**src/rtl/decode_uop_queue_pkg.sv**
```systemverilog
// Shared uop definitions and queue sizing defaults for the decode-to-rename path.
package decode_uop_queue_pkg;

    localparam int LG_UQ_DEPTH  = 3;
    localparam int UQ_AF_THRESH = 6;

    typedef enum logic [2:0] {
        OP_ADDI    = 3'd0,
        OP_LOAD    = 3'd1,
        OP_STORE   = 3'd2,
        OP_BRANCH  = 3'd3,
        OP_RDCYCLE = 3'd4,
        OP_FENCE   = 3'd5,
        OP_CSR     = 3'd6,
        OP_NOP     = 3'd7
    } opcode_t;

    typedef struct packed {
        logic [31:0] pc;
        opcode_t     op;
        logic [4:0]  rd;
        logic        serializing_op;
    } uop_t;

    // Opcodes that must wait for an empty ROB before allocating.
    function automatic logic is_serializing(input opcode_t op);
        return (op == OP_RDCYCLE) || (op == OP_FENCE) || (op == OP_CSR);
    endfunction

endpackage

```
**src/rtl/decode_uop_queue_uq_ptr.sv**
```systemverilog
// FIFO pointer with wrap bit: synchronous clear wins over increment.
module uq_ptr #(
    parameter int LG_DEPTH = 3
) (
    input  logic              clk,
    input  logic              clr,
    input  logic              inc,
    output logic [LG_DEPTH:0] ptr
);

    logic [LG_DEPTH:0] ptr_q;
    logic [LG_DEPTH:0] ptr_d;

    always_comb begin
        ptr_d = ptr_q;
        if (clr) begin
            ptr_d = '0;
        end else if (inc) begin
            ptr_d = ptr_q + 1'b1;
        end
    end

    always_ff @(posedge clk) begin
        ptr_q <= ptr_d;
    end

    assign ptr = ptr_q;

endmodule

```
**src/rtl/decode_uop_queue.sv**
```systemverilog
// Elastic uop FIFO between decode and rename/allocate, with serializing-uop
// hold at the head and single-cycle flush.
module decode_uop_queue
    import decode_uop_queue_pkg::*;
#(
    parameter int LG_DEPTH  = LG_UQ_DEPTH,
    parameter int AF_THRESH = UQ_AF_THRESH
) (
    input  logic                     clk,
    input  logic                     reset,
    input  logic                     flush,
    input  logic                     rob_empty,
    input  logic                     in_valid,
    input  logic [$bits(uop_t)-1:0]  in_uop,
    output logic                     in_ready,
    output logic                     out_valid,
    output logic [$bits(uop_t)-1:0]  out_uop,
    input  logic                     out_ready,
    output logic [LG_DEPTH:0]        occupancy,
    output logic                     almost_full
);

    localparam int                DEPTH  = 2 ** LG_DEPTH;
    localparam int                UOP_W  = $bits(uop_t);
    localparam logic [LG_DEPTH:0] DEPTH_W = (LG_DEPTH + 1)'(DEPTH);
    localparam logic [LG_DEPTH:0] AF_W    = (LG_DEPTH + 1)'(AF_THRESH);

    logic [UOP_W-1:0]  mem_q [DEPTH];
    logic [LG_DEPTH:0] head_ptr;
    logic [LG_DEPTH:0] tail_ptr;
    logic              clr;
    logic              empty;
    logic              full;
    logic              enq;
    logic              deq;
    uop_t              head_uop;

    assign clr = reset | flush;

    uq_ptr #(.LG_DEPTH(LG_DEPTH)) u_head_ptr (
        .clk (clk),
        .clr (clr),
        .inc (deq),
        .ptr (head_ptr)
    );

    uq_ptr #(.LG_DEPTH(LG_DEPTH)) u_tail_ptr (
        .clk (clk),
        .clr (clr),
        .inc (enq),
        .ptr (tail_ptr)
    );

    assign empty = (head_ptr == tail_ptr);
    assign full  = (head_ptr[LG_DEPTH-1:0] == tail_ptr[LG_DEPTH-1:0]) &&
                   (head_ptr[LG_DEPTH] != tail_ptr[LG_DEPTH]);

    // in_ready ignores out_ready so a full queue never enqueues behind a same-cycle pop.
    assign in_ready = !full && !flush;
    assign enq      = in_valid && in_ready;

    assign out_uop   = mem_q[head_ptr[LG_DEPTH-1:0]];
    assign head_uop  = uop_t'(out_uop);
    assign out_valid = !empty && !(head_uop.serializing_op && !rob_empty);
    assign deq       = out_valid && out_ready;

    assign occupancy   = tail_ptr - head_ptr;
    assign almost_full = (occupancy >= AF_W);

    always_ff @(posedge clk) begin
        if (enq) begin
            mem_q[tail_ptr[LG_DEPTH-1:0]] <= in_uop;
        end
    end

`ifndef SYNTHESIS
    always_ff @(posedge clk) begin
        if (!reset) begin
            assert (!(enq && full)) else $error("enqueue while full");
            assert (!(deq && empty)) else $error("dequeue while empty");
            assert (occupancy <= DEPTH_W) else $error("occupancy above depth");
        end
    end
`endif

endmodule

```
**config.mk**
```make
export PLATFORM = sky130hd
export DESIGN_NAME = decode_uop_queue
export DESIGN_NICKNAME = d
export VERILOG_FILES = /design/src/rtl/decode_uop_queue_pkg.sv /design/src/rtl/decode_uop_queue_uq_ptr.sv /design/src/rtl/decode_uop_queue.sv
export SDC_FILE = /design/constraint.sdc
export NUM_CORES = 1
export LEC_CHECK = 0
export CAP_MARGIN = 20
export CORE_MARGIN = 2
export CORE_UTILIZATION = 40
export CTS_CLUSTER_SIZE = 28
export DETAILED_ROUTE_END_ITERATION = 12
export DONT_BUFFER_PORTS = 1
export HOLD_SLACK_MARGIN = 0.08
export PLACE_DENSITY = 0.54
export SYNTH_ARGS = -nofsm -noshare
export SYNTH_HDL_FRONTEND = slang
export SYNTH_SLANG_ARGS = --single-unit
```
**constraint.sdc**
```tcl
create_clock -name clk -period 9.5 [get_ports clk]
set_input_delay 0.95 -clock clk [delete_from_list [all_inputs] [get_ports clk]]
set_output_delay 0.95 -clock clk [all_outputs]
set_load 0.005 [all_outputs]
```
# == Word level (Yosys, flattened, before mapping) ==
# Memory sizes are Yosys's and may differ from the RTL's. A register that Yosys moved wholly into a read port is not among the register bits.
# Index checks and enable logic that the tools add are counted.
# totals
regBits,8
mem_bits_rw,328
input_bits,47
out_inout_bits,48
elab_cells,26
n_memories,1
# memory_table
memory,depth,width,rd,rd_clocked_by_memory_dff,wr,line_no,source
mem_q,8,41,1,1,1,decode_uop_queue.sv:28,logic [UOP_W-1:0] mem_q [DEPTH];
# op_classes
add_sub_neg,3
order_cmp,1
eq_ne,3
muxes,4
bitwise_logic,1
reduce_logical,11
# ops
cell,count
4-bit by 1-bit adder with 4-bit output (second input constant),2
1-bit logical AND,6
3-bit 2-to-1 mux,2
1-bit logical NOT,5
4-bit == test,1
4-bit by 3-bit >= comparator with 1-bit output (second input constant),1
4-bit subtractor,1
3-bit == test,1
1-bit 2-to-1 mux,2
1-bit != test,1
1-bit bitwise OR,1

# == Logic depth before layout (Yosys ltp) ==
# Gate-level depths: netlist of run 1.
# logic_depth
depth_word,7
mapped_depth,7
mapped_depth_nobuf,7

# == By module ==
# Synthesis of run 1 repeated with hierarchy kept, for this count alone.
# hier_totals
hier_cells,641
hier_area_um2,13030.0
# by_module_without_submodules
mod,n_inst,cells_per_inst,area_each_um2,seq_area_each_um2
decode_uop_queue,1,609,12672.2,9849.4
uq_ptr,2,16,178.9,80.1

# == Worst setup path before layout of run 1 ==
# No wires, ideal clock.
# synth_timing
path_type,input -> register
from,in flush
to,"mem mem_q[0][0] (netlist name), enable pin"
setup_ns,0.490
arrival_ns,4.188
t_required_ns,9.010
setup_slack_ns,4.821
path_stages,4
n_path_buf,0
cell_sequence,inv_1 > o21a_1 > nand3_1 > nor3_1
# synth_between
elab_chain_cells,5
# synth_rtl
item,line_no,source
from (decl),decode_uop_queue.sv:11,"input logic flush,"
1-bit logical NOT,decode_uop_queue.sv:59,assign in_ready = !full && !flush;
1-bit logical AND,decode_uop_queue.sv:59,
net in_ready,decode_uop_queue.sv:15,"output logic in_ready,"
1-bit logical AND,decode_uop_queue.sv:60,assign enq = in_valid && in_ready;
1-bit 2-to-1 mux,decode_uop_queue.sv:71,if (enq) begin
1-bit 2-to-1 mux (implied by the code),decode_uop_queue.sv:72,mem_q[tail_ptr[LG_DEPTH-1:0]] <= in_uop;
to (decl),decode_uop_queue.sv:28,
# The timed path passes the listed nets, and every way through them passes these cells.

==> impl_metrics.tcl, run 1 <==
set metrics [dict create \
    fp.dieArea_mm2 0.0347 \
    avgRoutedWirePerCell_um 23.4 \
    synthAdderAreaFrac_pct 0.621 \
    port_buffers 0 \
    worstSkewPairLatency_ns 0.50 \
    start_util_pct 40.8 \
    syn_avg_cell_area_um2 23.7 \
    multi_input_area_mm2 0.00308 \
    clockBufferDepth 3 \
    drt_wl_total_mm 24.6 \
    rows 66 \
    grt_pass1_vias 5880 \
    final.setup.tns_ns 0 \
    period_minus_slack_ns 3.98 \
    synth_top_family_by_area "multiplexers" \
    synth_seq_cells 339 \
    drv_cap 0 \
    area_growth_pct 13.2 \
    status "completed" \
    firstDrtPassIters 4 \
    grt_max_degree 85 \
    track_usage_pct 14.4 \
    fin_hold_ws_ns 0.506 \
    grt_pass1_wl_mm 35.8 \
    cts_tree "built" \
    ctsResizeCount 0 \
    dp_hpwl_mm 12.3 \
    cts_setup_buffers 0 \
    drcViolationCount 0 \
    regArea_mm2 0.0101 \
    die_h_um 186 \
    htreeDepth 2 \
    cp_max_fo 50 \
    r2r_end "mem_q[7][18]" \
    critPathCaptureType "output port" \
    final_util_pct 46.1 \
    required_ns 8.55 \
    p_leak_nw 4.72 \
    synth_cells 560 \
    hold_violations 0 \
    ys_types 31 \
    report.final.slew_viol_count 0 \
    vdd_ir_drop_max_v 0.000126 \
    yosysWarnings 0 \
    rsz0062_at_grt "no" \
    r2r_cells 5 \
    drive_above_1_share_pct 19.8 \
    cts-hold-fix-buffers 0 \
    overflow 0 \
    cts_made_buffers 37 \
    synth_area_mm2 0.0133 \
    core_area_mm2 0.0326 \
    worst_pin_slew_ns 0.857 \
    nNetsFinal 639 \
    clk_pin_slew_ns 0.06 \
    die_w_um 186 \
    place.gp.congestion 0.710 \
    yosys.area_share.xor_xnor_pct 0.461 \
    diodes 0 \
    max_freq_ghz 0.251 \
    start_kind "flip-flop" \
    synthMuxAreaShare_pct 19.6 \
    holdCritStartpoint "u_tail_ptr.ptr[0]" \
    critical_path_arrival_ns 3.03 \
    synth_nets 613 \
    power.density_mw_per_mm2 205 \
    period_share_pct 41.9 \
    antenna_found_initial 0 \
    min_path_type "reg -> reg" \
    relSlewSlack_pct 42.9 \
    synth-compound-area-share_pct 0.979 \
    r2r_slack_ns 6.47 \
    fillerInstances 2686 \
    viasPerCell 5.27 \
    antenna_left 0 \
    worstHoldEndpoint "u_tail_ptr.ptr[0]" \
    reg2reg_from "u_tail_ptr.ptr[1]" \
    drt_iter0_markers 200 \
    path_class "reg -> out" \
    setup_viol 0 \
    root_buffer "clkbuf_16" \
    holdPathStages 2 \
    synth_seq_area_share_pct 75.8 \
    num_vias 5546 \
    synth-simple-area-share_pct 1.12 \
    cts.sinks 339 \
    fin_skew_ns 0.0107 \
    ioPinCount 95 \
]
-- area by class of cell --
cell class / instances / share of cell area, %
clock buffer: 42 / 6.56
clock inverter: 22 / 1.41
inverter: 10 / 0.249
multi-input combinational: 187 / 20.5
sequential: 339 / 67.0
tap: 442 / 3.68
timing repair buffer: 11 / 0.632
-- how the worst max path moves through the flow --
stage	start	cells past startpoint	endpoint	slack (ns)
6_report	flip-flop	3	out_uop[13]	5.52
3_3_place_gp	flip-flop	3	out_uop[1]	6.02
4_1_cts	flip-flop	3	out_uop[9]	5.45
5_1_grt	flip-flop	3	out_uop[9]	5.37
3_5_place_dp	flip-flop	3	out_uop[13]	5.99
2_1_floorplan	flush	4	mem_q[0][0]	4.82
-- stage by stage --
step           power, mW  instance area [um2]  std cells  setup slack [ns]
2_1_floorplan       1.71                13300        560              4.82
3_3_place_gp        1.72                13800        988              6.02
3_5_place_dp        1.72                13800        988              5.99
4_1_cts             3.12                15000       1052              5.45
5_1_grt             3.18                15000       1053              5.37
6_report            3.08                15000       1053              5.52
-- registers in the layout, indices dropped and copies added, names as in the netlist, named ones only --
register,count
u_head_ptr.ptr,4
mem_q,328
u_tail_ptr.ptr,4
-- routing by layer --
layer	share of wire [%]	track usage [%]	vias to the layer above
met5	0	0	-
met2	52	26.3	108
met4	1.6	3.78	0
met3	6.7	4.61	36
met1	39	16.1	2922
li1	-	-	2480
-- layout by cell type, fill, tap and decap left out, types with 7 or more instances in the layout --
master,count
buf_4,10
mux4_1,80
nor2_1,7
clkinv_2,8
mux2_2,41
inv_1,10
edfxtp_1,328
clkinv_1,7
dfxtp_1,8
clkbuf_16,39
-- kinds of logic after synthesis --
kind of cell / count (synthesis)
xor gates and xnor gates: 7
and+or+nand+nor: 33
muxes: 125
DFF: 339
adders and majority gates: 6
AOI/OAI and AO/OA: 16
buffers and inverters: 34
-- where the power goes --
group | switching [mW] | internal (mW) | leakage (nW) | total (mW)
registers | 0.00266 | 1.65 | 3.05 | 1.65
clock network | 0.537 | 0.853 | 0.596 | 1.39
logic | 0.0210 | 0.0174 | 1.07 | 0.0384
total | 0.560 | 2.52 | 4.72 | 3.08
-- critical path: stages, from the launching register on --
cell and delay, ns:
dfxtp_4 0.71, buf_4 0.76, mux4_1 0.66, mux2_2 0.32
-- cells in the mapped netlist (all sizes together) --
master | number | area share [%]
mux4 | 80 | 16
dfxtp | 11 | 1.7
mux2i | 4 | 0.30
buf | 15 | 0.94
o21ai | 1 | 0.038
mux2 | 41 | 3.5
nor3 | 2 | 0.075
o2111ai | 1 | 0.066
inv | 10 | 0.28
o21a | 1 | 0.056
edfxtp | 328 | 74
fa | 1 | 0.15
nand2b | 1 | 0.047
xor2 | 2 | 0.13
a21oi | 6 | 0.23
and3 | 1 | 0.047
a31oi | 1 | 0.16
nor2 | 13 | 0.37
or2 | 1 | 0.047
nor2b | 2 | 0.094
a21o | 4 | 0.23
ha | 5 | 0.47
nand3 | 6 | 0.23
and2 | 1 | 0.047
clkbuf | 9 | 0.25
xnor2 | 5 | 0.33
a22oi | 1 | 0.094
a2bb2oi | 1 | 0.11
nand2 | 6 | 0.17
No activity file was read; power rests on OpenSTA's default activity.
==> run 2, diff against run 1 <==
==> constraint.sdc (replaced) <==
create_clock -name clk -period 3.73 [get_ports clk]
set_input_delay 0.373 -clock clk [delete_from_list [all_inputs] [get_ports clk]]
set_output_delay 0.373 -clock clk [all_outputs]
set_load 0.005 [all_outputs]
==> run 2 against run 1 <==
  * Cell count grew 4.5%
  * Clock-buffer cell count up 6
  * Critical endpoint is now out_uop[1]
  * Clock skew is 0.0025 ns higher
  * Flip-flop and latch count unchanged
  * Final area increased by 2.5%
  * Sequential share of layout area decreased by 1.7 points
  * Non-clock buffer count grew 45
  * Largest power group unchanged
  * First-iteration DRC count up 28%
  * Critical path depth unchanged
  * Setup slack lost 4.8 ns
  * Clock power increased by 140%
==> impl_metrics.tcl, run 2 (same netlist as run 1, synthesis figures left out) <==
set metrics [dict create \
    status "completed" \
    rsz0062_at_grt "no" \
    drive_above_1_share_pct 17.9 \
    final_common_cell "edfxtp_1" \
    clockBufferDepth 3 \
    hold_violations 0 \
    multi_input_area_mm2 0.00309 \
    period_minus_slack_ns 3.02 \
    cts_tree "built" \
    dpl.cell_count 992 \
    final_cell_mix "edfxtp_1, mux4_1, dlygate4sd3_1" \
    port_buffers 0 \
    fin_cells 1100 \
    viasPerCell 5.17 \
    setup_viol 0 \
    period_share_pct 81.1 \
    relSlewSlack_pct 37.1 \
    cts.sinks 339 \
    rows 66 \
    p_leak_nw 4.85 \
    grt_pass1_wl_mm 36.6 \
    worstSkewPairLatency_ns 0.50 \
    nNetsFinal 683 \
    cts_setup_buffers 0 \
    root_buffer "clkbuf_16" \
    clk_pin_slew_ns 0.06 \
    track_usage_pct 14.4 \
    die_w_um 186 \
    final_cell_area_mm2 0.0154 \
    drv_cap 0 \
    cts_made_buffers 36 \
    worst_pin_slew_ns 0.944 \
    grt_pass1_vias 6071 \
    avgRoutedWirePerCell_um 22.4 \
    overflow 0 \
    max_freq_ghz 0.331 \
    core_area_mm2 0.0326 \
    grt_max_degree 57 \
    final.setup.tns_ns 0 \
    fin_skew_ns 0.0132 \
    drt_iter0_markers 257 \
    start_kind "flip-flop" \
    htreeDepth 2 \
    die_h_um 186 \
    fp.dieArea_mm2 0.0347 \
    firstDrtPassIters 4 \
    required_ns 3.36 \
    drcViolationCount 0 \
    min_path_type "in -> reg" \
    power.density_mw_per_mm2 500 \
    critPathCaptureType "output port" \
    antenna_left 0 \
    drt_wl_total_mm 24.6 \
    dp_hpwl_mm 13.4 \
    cp_max_fo 30 \
    final_util_pct 47.3 \
    cts-hold-fix-buffers 42 \
    fillerInstances 2686 \
    ioPinCount 95 \
    largest_reg_flops 328 \
    report.final.slew_viol_count 0 \
    regArea_mm2 0.0101 \
    path_class "reg -> out" \
    ctsResizeCount 0 \
    placed_area_mm2 0.0139 \
    vdd_ir_drop_max_v 0.000325 \
    critical_path_arrival_ns 2.65 \
    place.gp.congestion 0.747 \
    area_growth_pct 16.1 \
    num_vias 5690 \
    start_util_pct 40.8 \
    antenna_found_initial 3 \
    finalPower_mw 7.71 \
]
run 2: cell count changes in the layout (fill, tap and decap cells not counted), sizes merged:
cell         change
dlygate4sd3     +42
clkinvlp         +1
inv              -1
buf              +3
bufinv           -2
diode            +3
clkinv           -5
clkbuf           +6
run 2: critical path, stage by stage (launching register included):
cell	delay, ns
dfxtp_4	0.70
buf_4	0.45
mux4_1	0.65
mux2_2	0.30
run 2: path summary, 6_finish.rpt:
kind                                         from                end  slack (ns)  depth (start not counted)
worst max-delay path                    flip-flop         out_uop[1]        0.71                          3
worst min-delay path                     in_valid  u_tail_ptr.ptr[2]        0.14                          3
worst max register to register  u_tail_ptr.ptr[1]       mem_q[6][21]        0.89                          6
worst min register to register  u_tail_ptr.ptr[0]  u_tail_ptr.ptr[0]        0.51                          2
run 2: cell type report:
class | instances | share of cell area [%]
Multi-Input combinational cell | 187 | 20.1
Clock inverter | 15 | 0.770
Antenna cell | 3 | 0.0487
Timing Repair Buffer | 56 | 3.57
Inverter | 10 | 0.243
Sequential cell | 339 | 65.3
Clock buffer | 48 | 6.40
Tap cell | 442 | 3.58
run 2: power breakdown:
part | internal [mW] | leakage [nW] | switching (mW)
clock | 1.99 | 0.540 | 1.33
sequential | 4.20 | 3.05 | 0.00750
combinational | 0.0756 | 1.26 | 0.101
run 2: stage by stage:
stage	setup slack (ns)	hold slack (ns)
floorplan	0.285	0.466
global placement	0.954	0.472
detailed placement	0.884	0.472
CTS	0.657	0.124
global route	0.598	0.146
finish	0.707	0.142
run 2: layer usage:
metal	vias to the layer above	track usage, %	wire length [um]
li1	2562	-	-
met1	2978	17.8	10400
met2	111	25.1	12400
met3	39	3.58	1290
met4	0	4.09	492
met5	-	0	0
==> run 3, diff against run 2 <==
==> constraint.sdc (replaced) <==
create_clock -name clk -period 3.1 [get_ports clk]
set_input_delay 0.31 -clock clk [delete_from_list [all_inputs] [get_ports clk]]
set_output_delay 0.31 -clock clk [all_outputs]
set_load 0.005 [all_outputs]
==> run 3 against run 2 <==
  * Die area is the same
  * Flip-flop and latch count is the same
  * First-iteration DRC count grew 51%
  * Sequential power grew 20%
  * Non-clock buffer count grew 2
  * Critical path depth is the same
  * Hold slack lost 0.012 ns
  * Setup slack lost 0.22 ns
  * Power grew 19%
  * Via count shrank 0.14%
  * Clock skew shrank 0.0064 ns
  * Register-to-register slack lost 0.34 ns
  * Critical path type unchanged
  * Highest routed layer unchanged
==> impl_metrics.tcl, run 3 (same netlist as run 1, synthesis figures left out) <==
set metrics [dict create \
    status "completed" \
    cpLargestDelayFamily "multiplexers" \
    htreeDepth 2 \
    dp_hpwl_mm 13.6 \
    fin_hold_ws_ns 0.130 \
    largest_reg_flops 328 \
    antenna_left 0 \
    port_buffers 0 \
    drive_above_1_share_pct 17.2 \
    min_path_type "in -> reg" \
    rsz0062_at_grt "no" \
    antenna_found_initial 1 \
    report.final.slew_viol_count 0 \
    period_share_pct 84.4 \
    p_leak_nw 4.85 \
    avgRoutedWirePerCell_um 22.4 \
    cp_slowest_stage_delay_ns 0.61 \
    critical_path_arrival_ns 2.31 \
    cts_tree "built" \
    critPathSlowestCell "mux4_1" \
    track_usage_pct 14.5 \
    drt_iter0_markers 388 \
    nNetsFinal 685 \
    max_freq_ghz 0.382 \
    ioPinCount 95 \
    dpl_worst_slack_ns 0.551 \
    root_buffer "clkbuf_16" \
    place.gp.congestion 0.763 \
    die_w_um 186 \
    crit_buf_inv 1 \
    viasPerCell 5.17 \
    grt_max_degree 42 \
    required_ns 2.79 \
    start_util_pct 40.8 \
    overflow 0 \
    critPathCaptureType "output port" \
    vdd_ir_drop_max_v 0.000416 \
    cts_made_buffers 36 \
    num_vias 5682 \
    drv_cap 0 \
    drcViolationCount 0 \
    die_h_um 186 \
    cp_max_fo 18 \
    core_area_mm2 0.0326 \
    area_growth_pct 16.5 \
    cts.sinks 339 \
    clockBufferDepth 3 \
    final.setup.tns_ns 0 \
    worstSkewPairLatency_ns 0.49 \
    setup_viol 0 \
    power.density_mw_per_mm2 591 \
    worst_slack_ns 0.482 \
    fp.dieArea_mm2 0.0347 \
    rows 66 \
    start_kind "flip-flop" \
    final_cell_mix "edfxtp_1, mux4_1, dlygate4sd3_1" \
    firstDrtPassIters 4 \
    cp_cell_sequence "buf_4 -> mux4_1 -> mux2_2" \
    grt_pass1_wl_mm 36.7 \
    final_common_cell "edfxtp_1" \
    clk_pin_slew_ns 0.06 \
    fin_skew_ns 0.00685 \
    period_minus_slack_ns 2.62 \
    drt_wl_total_mm 24.6 \
    grt_pass1_vias 6045 \
    relSlewSlack_pct 36.9 \
    hold_violations 0 \
    path_class "reg -> out" \
    worst_pin_slew_ns 0.945 \
]
==> run 3: changes by cell type in the layout (fill, tap and decap cells not counted) <==
| cell | before | now |
|---|---|---|
| clkbuf_8 | 2 | 1 |
| buf_4 | 12 | 6 |
| clkinv_1 | 7 | 9 |
| clkbuf_1 | 9 | 12 |
| clkinv_2 | 5 | 1 |
| diode_2 | 3 | 1 |
| buf_12 | 2 | 10 |
| bufinv_16 | 2 | 1 |
==> run 3: per-stage QoR <==
step / power [mW] / util, % / instances / instance area (um2)
final: 9.15 / 47.5 / 1099 / 15500
after global routing: 9.46 / 47.5 / 1099 / 15500
after CTS: 9.28 / 47.5 / 1098 / 15500
after detailed placement: 5.29 / 42.9 / 994 / 14000
after global placement: 5.28 / 42.9 / 994 / 14000
after floorplan: 5.25 / - / 560 / 13300
==> run 3: path summary, 6_finish.rpt <==
kind	startpoint	endpoint	slack (ns)	cells past startpoint
hold / removal	reset	u_tail_ptr.ptr[0]	0.13	2
setup / recovery	flip-flop	out_uop[28]	0.48	3
hold reg to reg	u_tail_ptr.ptr[0]	u_tail_ptr.ptr[0]	0.50	2
setup reg to reg	u_tail_ptr.ptr[2]	mem_q[0][26]	0.55	6
==> run 3: final cells by class <==
class	count	area, um2
fill	2678	17100
sequential	339	10100
multi-input combinational	187	3090
clock buffer	50	985
timing repair buffer	58	666
tap	442	553
clock inverter	12	76.3
inverter	10	37.5
antenna	1	2.50
==> run 3: metal layers <==
layer	vias up	part of all wire, %	global-route usage (%)
met5	-	0	0
met4	0	1.6	3.53
met3	30	5.5	3.54
met2	121	52	26.6
met1	2963	41	17.1
li1	2568	-	-
==> run 3: report_power, final <==
part | switching (mW) | internal [mW]
registers | 0.00811 | 5.05
logic | 0.125 | 0.0940
clock network | 1.58 | 2.29
total | 1.71 | 7.44
==> run 3: repair_timing <==
| item | 4_1_cts | 5_1_grt |
|---|---|---|
| endpoints found under the setup margin | 0 | 0 |
| buffers inserted | 0 | 0 |
| gates resized for setup | 0 | 0 |
| hold endpoints to repair | 331 | 0 |
| hold buffers | 42 | 0 |
